--- config.mk ---
export PLATFORM = sky130hd
export DESIGN_NAME = pmp_entry
export DESIGN_NICKNAME = d
export VERILOG_FILES = /design/src/rtl/pmp_seq_checker.sv
export SDC_FILE = /design/constraint.sdc
export NUM_CORES = 1
export LEC_CHECK = 0
export CORE_ASPECT_RATIO = 0.75
export CORE_MARGIN = 5
export CORE_UTILIZATION = 30
export DETAILED_ROUTE_END_ITERATION = 8
export PLACE_DENSITY = 0.61
export SLEW_MARGIN = 10
export SYNTH_ARGS = -nofsm -noshare
export SYNTH_HDL_FRONTEND = slang
export SYNTH_SLANG_ARGS = --single-unit
--- constraint.sdc ---
create_clock -name vclk -period 2.7
set_clock_uncertainty 0.05 [all_clocks]
set_input_delay 0.27 -clock vclk [all_inputs]
set_output_delay 0.27 -clock vclk [all_outputs]
set_load 0.02 [all_outputs]
--- src/rtl/pmp_seq_checker.sv ---
// Sequential PMP checker: one shared matcher walks the entries in priority order.
// Optional macro PMP_SEQ_EARLY_EXIT_EN stops the scan at the first matching entry.

module pmp_entry (
    input  logic [33:0] addr_i,
    input  logic [31:0] conf_addr_i,
    input  logic [31:0] prev_i,
    input  logic [1:0]  mode_i,
    output logic        match_o
);

    logic [33:0] napot_mask;
    logic [33:0] base;
    logic [33:0] lo;

    // Address-range match for one entry; NAPOT low-bit mask comes from the trailing ones.
    always_comb begin
        match_o    = 1'b0;
        base       = {conf_addr_i, 2'b00};
        lo         = {prev_i, 2'b00};
        napot_mask = {conf_addr_i ^ (conf_addr_i + 32'd1), 2'b11};
        unique case (mode_i)
            2'b00: match_o = 1'b0;
            2'b01: match_o = (addr_i >= lo) && (addr_i < base);
            2'b10: match_o = (addr_i[33:2] == conf_addr_i);
            2'b11: match_o = (((addr_i ^ base) & ~napot_mask) == 34'd0);
        endcase
    end

endmodule


# ---- After elaboration in Yosys (flattened, before gate mapping)
# Cells that the tools add are included.
dict set report op_classes {
  bitwise 4
  order_cmp 2
  addsub 1
  reduce_logical 3
  mux 1
  n_eq_ne 4
}
# cell count
set op_table {}
lappend op_table {{34-bit bitwise AND} 1}
lappend op_table {{34-bit greater-or-equal comparator} 1}
lappend op_table {{34-bit zero test} 1}
lappend op_table {{34-bit < comparator} 1}
lappend op_table {{34-bit NOT} 1}
lappend op_table {{34-bit bitwise XOR} 1}
lappend op_table {{32-bit by 1-bit adder with 32-bit output (second input constant)} 1}
lappend op_table {{32-bit equality test} 1}
lappend op_table {{32-bit bitwise XOR} 1}
lappend op_table {{2-bit equality test (second input constant)} 2}
lappend op_table {{1-bit case mux with 4 select lines} 1}
lappend op_table {{2-bit by 1-bit equality test with 1-bit output (second input constant)} 1}
lappend op_table {{2-bit zero test} 1}
lappend op_table {{1-bit logical AND} 1}
dict set report totals {
  reg_bits 0
  output_inout_bits 1
  inputBits 100
  word_cells 15
}

# ---- Longest topological paths before layout
# Gate-level depths: netlist of the first run.
dict set report depth {
  word_depth 6
  depth_mapped 9
  ltp_nobuf 9
}

# ---- Worst setup path before layout of the first run
# No wires, ideal clock.
dict set report synth_path {
  path_type {input to output}
  start {input port conf_addr_i[0]}
  end {output port match_o}
  t_arrival_ns 2.238
  path_stages 8
  path_slack_ns 0.142
  n_path_buf 0
  required_time_ns 2.380
  path_cell_list {ha_1 > nand4_1 > nor4_4 > a21oi_1 > or4_1 > nor4_2 > a31oi_1 > nor3b_2}
}
dict set report synth_via {
  elab_chain_cells 6
  word_cells_on_any_way 10
  cone_classes {add/sub (1); order compare (1); eq/ne (1); mux (1); bitwise (4); reduce/logical (2)}
}
# item line_no
set synth_lines {}
lappend synth_lines {{start: declaration} 6} ;# input logic [31:0] conf_addr_i,
lappend synth_lines {{32-bit by 1-bit adder with 32-bit output} 21} ;# napot_mask = {conf_addr_i ^ (conf_addr_i + 32'd1), 2'b11};
lappend synth_lines {{32-bit bitwise XOR} 21}
lappend synth_lines {{34-bit NOT} 26} ;# 2'b11: match_o = (((addr_i ^ base) & ~napot_mask) == 34'd0);
lappend synth_lines {{34-bit bitwise AND} 26}
lappend synth_lines {{34-bit zero test} 26}
lappend synth_lines {{1-bit case mux with 4 select lines *} 22} ;# unique case (mode_i)
lappend synth_lines {{end: declaration} 9} ;# output logic match_o
# Mark *: on every way between the ends. The rest lies on a longest branch, timed or not.

# ---- Worst setup path in the final report of the first run
dict set report layout_path {
  start {input port conf_addr_i[29]}
  end {output port match_o}
}
# The elaborated chain is that of the path after synthesis.

==> impl_metrics.py, run 1 <==
metrics = {
    "timing": {
        "finalWorstSetupSlack_ns": -0.0259,
        "period_share": 1.01,
        "setup_viol": 1,
        "tightest_slew_ns": 0.375,
        "rsz0062_at_grt": "yes",
        "max_freq_mhz": 367,
        "slew_headroom": 0.747,
        "slew_viol_final": 0,
        "min_period_ns": 2.73,
        "hold_viol": 0,
        "setup_tns_ns": -0.0259,
    },
    "logic_synthesis": {
        "synth_cells": 300,
        "yosysTopAreaCell": "ha_1",
        "synth-compound-area-share": 0.258,
        "synth_cell_types": 40,
        "synth_nets": 465,
        "synth_top_area_frac": 0.380,
        "synth_area_um2": 2140,
        "synthAdderAreaFrac": 0.380,
        "synth.avg_cell_area_um2": 7.14,
        "synth_top_family_by_area": "adder cells",
        "ys_warn_count": 0,
        "ys_seq_area_frac": 0,
        "synthTopCellsByArea": "ha_1, inv_1, a21oi_1",
        "synthMuxAreaShare": 0,
        "synthXorXnorAreaFrac": 0,
        "yosys.area_share.simple": 0.248,
    },
    "setup_path": {
        "cpMostUsedCell": "o21ai_1",
        "cp-end-kind": "output pin",
        "slowest_stage": "clkdlybuf4s50_1",
        "required_ns": 2.38,
        "cp_cell_sequence": "clkdlybuf4s50_1 > inv_1 > ha_1 > and4_1 > a221oi_1 > o21ai_1 > a211oi_2 > o21ai_1 > nor3b_2 > buf_4",
        "crit_type": "input port to output pin",
        "arrival_ns": 2.41,
        "cp_max_fo": 4,
        "startpoint_type": "input port",
        "critPathMaxStageDelay_ns": 0.48,
    },
    "die": {
        "row_count": 26,
        "boundaryPins": 101,
        "die_height_um": 83.2,
        "start_util": 0.312,
        "core-area_um2": 6860,
        "fp.dieArea_um2": 8940,
        "die_w_um": 108,
    },
    "status": {
        "failed_checks": "setup timing",
        "status": "finished with violations",
    },
    "layout": {
        "drive_gt1_frac": 0.377,
        "area_growth_pct": 107,
        "utilization": 0.645,
        "instances_no_fill": 607,
        "n_clock_buffer": 0,
        "seq_cells": 0,
        "diodes": 0,
        "nets": 676,
        "area.sequential_um2": 0,
    },
    "worst_hold_path": {
        "hold_class": "input port to output pin",
        "whs_path_depth": 8,
        "min_to": "match_o",
        "min_from": "conf_addr_i[13]",
    },
    "power": {
        "p_per_area_nw_per_um2": 152,
        "seqPwrFrac": 0,
        "clockPowerShare": 0,
        "finalPower_mw": 0.673,
        "p_comb_frac": 1.000,
        "peakVddDrop_v": 0.0000686,
        "p_sw_mw": 0.285,
        "p_leak_nw": 2.22,
        "intPower_mw": 0.388,
        "netSwitchingFraction": 0.423,
    },
    "global_routing": {
        "grt_pass1_vias": 3088,
        "track_usage": 0.181,
        "antenna_found_initial": 0,
        "grt_pass1_wl_um": 13800,
        "grt_start_max_net_pins": 9,
        "overflow": 0,
    },
    "cts": {
        "holdBufCountCts": 0,
    },
    "route": {
        "viasPerCell": 4.83,
        "drtIter0Drc": 136,
        "drtPass1Iterations": 4,
        "ant_nets": 0,
        "wl_per_cell_um": 13.9,
        "num_vias": 2933,
        "drc": 0,
        "routed_wl_um": 8410,
    },
    "placed_design": {
        "hpwl_um": 6990,
        "io_buffers": 101,
        "gp_routability_congestion": 0.904,
        "place_ws_ns": -1.01,
        "dp_cells": 600,
    },
    "job": {
        "maxCapViolCount": 0,
    },
}
-- synth_stat cells (2+ instances only) --
master	number
nor3_1	4
nand4_1	15
o22ai_1	3
o211ai_1	3
nor4_1	8
o311ai_0	2
a31o_2	2
nor4_4	2
a21o_1	11
nand2_1	20
a41o_1	2
inv_1	65
nor2_1	8
nor2b_1	3
a21oi_1	29
and3_1	2
ha_1	65
a41oi_1	2
a31oi_1	6
o21ai_0	11
or4_1	2
nand3_1	10
a211oi_1	6
and4_1	3
-- layer usage --
metal,vias up,share of wire,GRT usage
li1,1541,-,-
met1,1298,0.46,0.242
met2,90,0.46,0.319
met3,4,0.073,0.0264
met4,0,0.0067,0.00917
met5,-,0,0
-- timing repair --
action                     in CTS  in global routing
setup endpoints to repair       1                  1
pin swaps                      49                 10
gates resized for setup       180                 11
setup buffers                   9                  1
-- worst max path at each step --
stage,startpoint,end,cells after the start
after floorplan,conf_addr_i[0],match_o,8
after global placement,conf_addr_i[0],match_o,10
after detailed placement,conf_addr_i[0],match_o,11
after CTS,conf_addr_i[27],match_o,12
after global routing,conf_addr_i[1],match_o,11
final,conf_addr_i[29],match_o,10
-- metrics by stage --
step	hold slack [ns]	area, um2
CTS	1.40	4360
finish	1.42	4430
floorplan	0.783	2140
detailed placement	1.84	4030
global placement	1.84	4030
global route	1.50	4430
-- cells by family (layout without fill, tap and decap cells) --
group           after synthesis  after routing
compound gates               85             85
buf+inv                      65            274
simple gates                 85             85
fa+ha+maj                    65             65
-- cells in the final DEF, fill, tap and decap left out, types with 10 or more instances in the layout --
cell	instances
dlygate4sd2_1	20
buf_2	10
ha_1	47
nand2_1	16
buf_4	106
a21o_1	11
a21oi_1	26
nand4_1	15
clkdlybuf4s50_1	55
ha_4	18
inv_1	58
-- worst max-delay path: cells and delay by family --
| family | cells | cell delay [ns] |
|---|---|---|
| AND/OR/NAND/NOR | 2 | 0.40 |
| AO/OA/AOI/OAI | 4 | 0.71 |
| adder cells (fa/ha/maj) | 1 | 0.33 |
| buffers and inverters | 3 | 0.70 |
-- power by group through the flow --
stage               clock [mW]  sequential (mW)  combinational [mW]
finish                       0                0               0.673
global route                 0                0               0.741
CTS                          0                0               0.653
detailed placement           0                0               0.599
global placement             0                0               0.589
floorplan                    0                0               0.226
-- layout make-up --
class | instances | area, um2
Inverter | 65 | 244
Tap cell | 98 | 123
Timing Repair Buffer | 209 | 1770
Fill cell | 612 | 2440
Multi-Input combinational cell | 235 | 2300
No activity file was read; power rests on OpenSTA's default activity.
==> run 2, diff against run 1 <==
Settings changed: CORE_MARGIN 5 to not set.
==> impl_metrics.py, run 2 (synthesis gave the netlist of run 1 again) <==
metrics = {
    "layout": {
        "nFillCells": 577,
        "diodes": 0,
        "seq_cells": 0,
        "area.sequential_um2": 0,
        "final_common_cell": "buf_4",
        "n_clock_buffer": 0,
        "utilization": 0.656,
        "nets": 674,
        "area_growth_pct": 110,
        "layout_common_cells": "buf_4, inv_1, clkdlybuf4s50_1, ha_1, dlygate4sd2_1",
        "drive_gt1_frac": 0.359,
    },
    "status": {
        "failed_checks": "setup timing",
        "status": "finished with violations",
    },
    "setup_path": {
        "arrival_ns": 2.55,
        "crit_type": "input port to output pin",
        "cp_max_fo": 3,
        "slowest_stage": "ha_1",
        "critPathMaxStageDelay_ns": 0.31,
        "required_ns": 2.38,
        "cp_cell_sequence": "clkdlybuf4s15_1 > inv_1 > ha_1 > buf_4 > buf_4 > a21oi_1 > nand2_1 > a21oi_2 > a311oi_2 > a211oi_1 > o21ai_1 > nor3b_4 > buf_6",
        "cpMostUsedCell": "buf_4",
        "startpoint_type": "input port",
        "cpLargestDelayFamily": "compound AO/OA/AOI/OAI gates",
        "critPathBufInv": 5,
        "cp.depth": 13,
        "cp-end-kind": "output pin",
    },
    "route": {
        "ant_nets": 0,
        "num_vias": 2986,
        "routed_wl_um": 8290,
        "drtPass1Iterations": 4,
        "viasPerCell": 4.94,
        "wl_per_cell_um": 13.7,
        "drtIter0Drc": 108,
        "drc": 0,
    },
    "global_routing": {
        "track_usage": 0.220,
        "grt_pass1_wl_um": 13400,
        "use_met1": 0.293,
        "grt_pass1_vias": 2981,
        "busiest_layer": "met2",
        "antenna_found_initial": 0,
        "grtUsageMet2": 0.421,
        "grt_start_max_net_pins": 9,
        "grt_use_met3": 0.0102,
        "overflow": 0,
    },
    "timing": {
        "hold_viol": 0,
        "slew_headroom": 0.748,
        "tightest_slew_ns": 0.377,
        "finalWorstSetupSlack_ns": -0.172,
        "setup_viol": 1,
        "max_freq_mhz": 348,
        "rsz0062_at_grt": "yes",
        "period_share": 1.06,
        "slew_viol_final": 0,
        "setup_tns_ns": -0.172,
        "min_period_ns": 2.87,
    },
    "placed_design": {
        "place_ws_ns": -1.08,
        "io_buffers": 101,
        "hpwl_um": 6670,
        "gp_routability_congestion": 0.870,
    },
    "power": {
        "p_per_area_nw_per_um2": 153,
        "p_comb_frac": 1.000,
        "seqPwrFrac": 0,
        "peakVddDrop_v": 0.0000670,
        "p_leak_nw": 2.26,
        "intPower_mw": 0.396,
        "clockPowerShare": 0,
        "p_sw_mw": 0.292,
        "netSwitchingFraction": 0.424,
    },
    "die": {
        "start_util": 0.312,
        "core-area_um2": 6860,
        "row_count": 26,
        "fp.dieArea_um2": 7480,
        "die_height_um": 75.2,
        "boundaryPins": 101,
        "die_w_um": 99.5,
    },
    "worst_hold_path": {
        "hold_class": "input port to output pin",
        "whs_path_depth": 9,
    },
    "job": {
        "maxCapViolCount": 0,
    },
}
run 2: per-stage QoR:
| stage | std cells | hold slack, ns | power (mW) | area [um2] |
|---|---|---|---|---|
| detailed placement | 597 | 1.84 | 0.593 | 4010 |
| finish | 605 | 1.42 | 0.689 | 4510 |
| global route | 605 | 1.46 | 0.757 | 4510 |
| CTS | 605 | 1.43 | 0.662 | 4440 |
| floorplan | 300 | 0.783 | 0.226 | 2140 |
| global placement | 597 | 1.82 | 0.584 | 4010 |
run 2: worst paths after layout:
kind | startpoint | endpoint
setup / recovery | conf_addr_i[14] | match_o
hold / removal | conf_addr_i[1] | match_o
run 2: power groups by stage:
stage | clock network [mW] | registers, mW | logic [mW]
final | 0 | 0 | 0.689
after global routing | 0 | 0 | 0.757
after detailed placement | 0 | 0 | 0.593
after CTS | 0 | 0 | 0.662
after global placement | 0 | 0 | 0.584
after floorplan | 0 | 0 | 0.226
run 2: repair_timing:
action | CTS | global route
buffers inserted | 10 | 1
gates resized for setup | 162 | 14
endpoints found under the hold margin | 0 | 0
setup endpoints to repair | 1 | 1
hold buffers | 0 | 0
pin swaps | 46 | 13
run 2: per-layer routing:
layer | part of all wire | vias up
met1 | 0.47 | 1354
met2 | 0.48 | 91
met5 | 0 | -
met4 | 0 | 0
met3 | 0.055 | 0
li1 | - | 1541
run 2: area by class of cell:
type,count,area [um2],area share
multi-input combinational,235,2330,0.517
timing repair buffer,207,1810,0.402
inverter,65,244,0.0542
tap,98,123,0.0272
==> run 3, diff against run 2 <==
Settings changed: ABC_AREA set to 1, PLACE_DENSITY 0.61 to 0.58.
==> impl_metrics.py, run 3 <==
metrics = {
    "status": {
        "status": "finished, final reports clean",
    },
    "setup_path": {
        "arrival_ns": 2.23,
        "crit_type": "input port to output pin",
        "cp-end-kind": "output pin",
        "required_ns": 2.38,
        "cp_max_fo": 3,
        "cpLargestDelayFamily": "simple AND/OR/NAND/NOR gates",
        "startpoint": "conf_addr_i[27]",
        "critPathMaxStageDelay_ns": 0.50,
        "startpoint_type": "input port",
        "cpMostUsedCell": "nand2_1",
        "slowest_stage": "clkdlybuf4s50_1",
        "cp.depth": 13,
        "critPathBufInv": 3,
        "cp_cell_sequence": "clkdlybuf4s50_1 > inv_1 > ha_1 > nand2_1 > nor3_2 > nand2_1 > nor2_2 > nand2_1 > a21oi_1 > nor2_1 > nand3_1 > nand3_1 > buf_2",
        "crit_path_end": "match_o",
    },
    "layout": {
        "seq_cells": 0,
        "drive_gt1_frac": 0.152,
        "nFillCells": 867,
        "instances_no_fill": 745,
        "area.sequential_um2": 0,
        "layout_common_cells": "nand2_1, inv_1, clkdlybuf4s50_1, buf_4, ha_1",
        "area_growth_pct": 67.2,
        "n_clock_buffer": 0,
        "nets": 807,
        "diodes": 0,
        "final_common_cell": "nand2_1",
        "final_area_um2": 4230,
    },
    "placed_design": {
        "place_area_um2": 4170,
        "hpwl_um": 7720,
        "place_ws_ns": -0.421,
        "dp_cells": 744,
        "gp_routability_congestion": 0.905,
        "io_buffers": 101,
    },
    "timing": {
        "min_period_ns": 2.55,
        "finalWorstSetupSlack_ns": 0.151,
        "rsz0062_at_grt": "no",
        "slew_headroom": 0.837,
        "slew_viol_final": 0,
        "tightest_slew_ns": 0.243,
        "hold_viol": 0,
        "period_share": 0.944,
        "setup_viol": 0,
        "setup_tns_ns": 0,
        "max_freq_mhz": 392,
    },
    "die": {
        "start_util": 0.316,
        "core-area_um2": 8020,
        "die_w_um": 108,
        "row_count": 28,
        "die_height_um": 81.6,
        "fp.dieArea_um2": 8810,
        "boundaryPins": 101,
    },
    "global_routing": {
        "grt_pass1_vias": 2964,
        "overflow": 0,
        "grt_pass1_wl_um": 13300,
        "track_usage": 0.188,
        "antenna_found_initial": 0,
        "grt_start_max_net_pins": 5,
    },
    "logic_synthesis": {
        "synth_cell_types": 19,
        "synth_area_um2": 2530,
        "ys_top_cells_by_count": "nand2_1, inv_1, ha_1",
        "synth.avg_cell_area_um2": 5.36,
        "synth_top_area_frac": 0.321,
        "yosysMostFrequentCell": "nand2_1",
        "synthTopCellsByArea": "ha_1, nand2_1, inv_1",
        "ys_warn_count": 0,
        "synth_nets": 637,
        "ys_seq_area_frac": 0,
        "yosysTopAreaCell": "ha_1",
        "synth_cells": 472,
    },
    "route": {
        "drc": 0,
        "viasPerCell": 4.39,
        "wl_per_cell_um": 11.2,
        "num_vias": 3270,
        "routed_wl_um": 8360,
        "drtPass1Iterations": 4,
        "drtIter0Drc": 80,
        "ant_nets": 0,
    },
    "power": {
        "peakVddDrop_v": 0.0000591,
        "p_per_area_nw_per_um2": 142,
        "finalPower_mw": 0.600,
        "p_leak_nw": 2.29,
    },
    "cts": {
        "holdBufCountCts": 0,
    },
    "worst_hold_path": {
        "hold_class": "input port to output pin",
    },
    "job": {
        "maxCapViolCount": 0,
    },
}
run 3: cell families (layout without fill, tap and decap cells):
group | count (synthesis) | count (layout) | synth area share
AOI/OAI and AO/OA | 57 | 57 | 0.120
adders and majority gates | 65 | 65 | 0.321
buffers and inverters | 106 | 274 | 0.157
and+or+nand+nor | 244 | 244 | 0.402
run 3: worst min path at each step:
| stage | from | end | slack, ns | cells past startpoint |
|---|---|---|---|---|
| global placement | mode_i[1] | match_o | 1.67 | 4 |
| floorplan | mode_i[1] | match_o | 0.75 | 2 |
| detailed placement | mode_i[1] | match_o | 1.65 | 4 |
| global route | mode_i[1] | match_o | 1.30 | 4 |
| finish | mode_i[1] | match_o | 1.27 | 4 |
| CTS | mode_i[1] | match_o | 1.37 | 4 |
run 3: through the flow:
| step | hold slack, ns | utilization |
|---|---|---|
| 3_5_place_dp | 1.65 | 0.520 |
| 3_3_place_gp | 1.67 | 0.520 |
| 2_1_floorplan | 0.745 | - |
| 6_report | 1.27 | 0.527 |
| 5_1_grt | 1.30 | 0.527 |
| 4_1_cts | 1.37 | 0.523 |
run 3: what timing repair did:
| item | 4_1_cts | 5_1_grt |
|---|---|---|
| cloned | 0 | 0 |
| pin swaps | 1 | 1 |
| endpoints found under the setup margin | 1 | 1 |
| resized for setup | 9 | 9 |
| buffers inserted | 0 | 1 |
run 3: per-layer routing:
layer,part of all wire,track usage,vias to the layer above,wire [um]
met1,0.55,0.295,1376,4620
met4,0,0,0,0
met5,0,0,-,0
met3,0.047,0.00556,0,389
met2,0.40,0.297,77,3350
li1,-,-,1817,-
run 3: power by group:
| part | total (mW) | switching, mW | internal, mW | leakage [nW] |
|---|---|---|---|---|
| Combinational | 0.600 | 0.265 | 0.335 | 2.29 |
| Sequential | 0 | 0 | 0 | 0 |
| Clock | 0 | 0 | 0 | 0 |
run 3: final cells by class:
class	count	area [um2]	area share
Multi-Input combinational cell	366	2190	0.518
Timing Repair Buffer	168	1510	0.357
Inverter	106	398	0.0940
Tap cell	105	131	0.0310
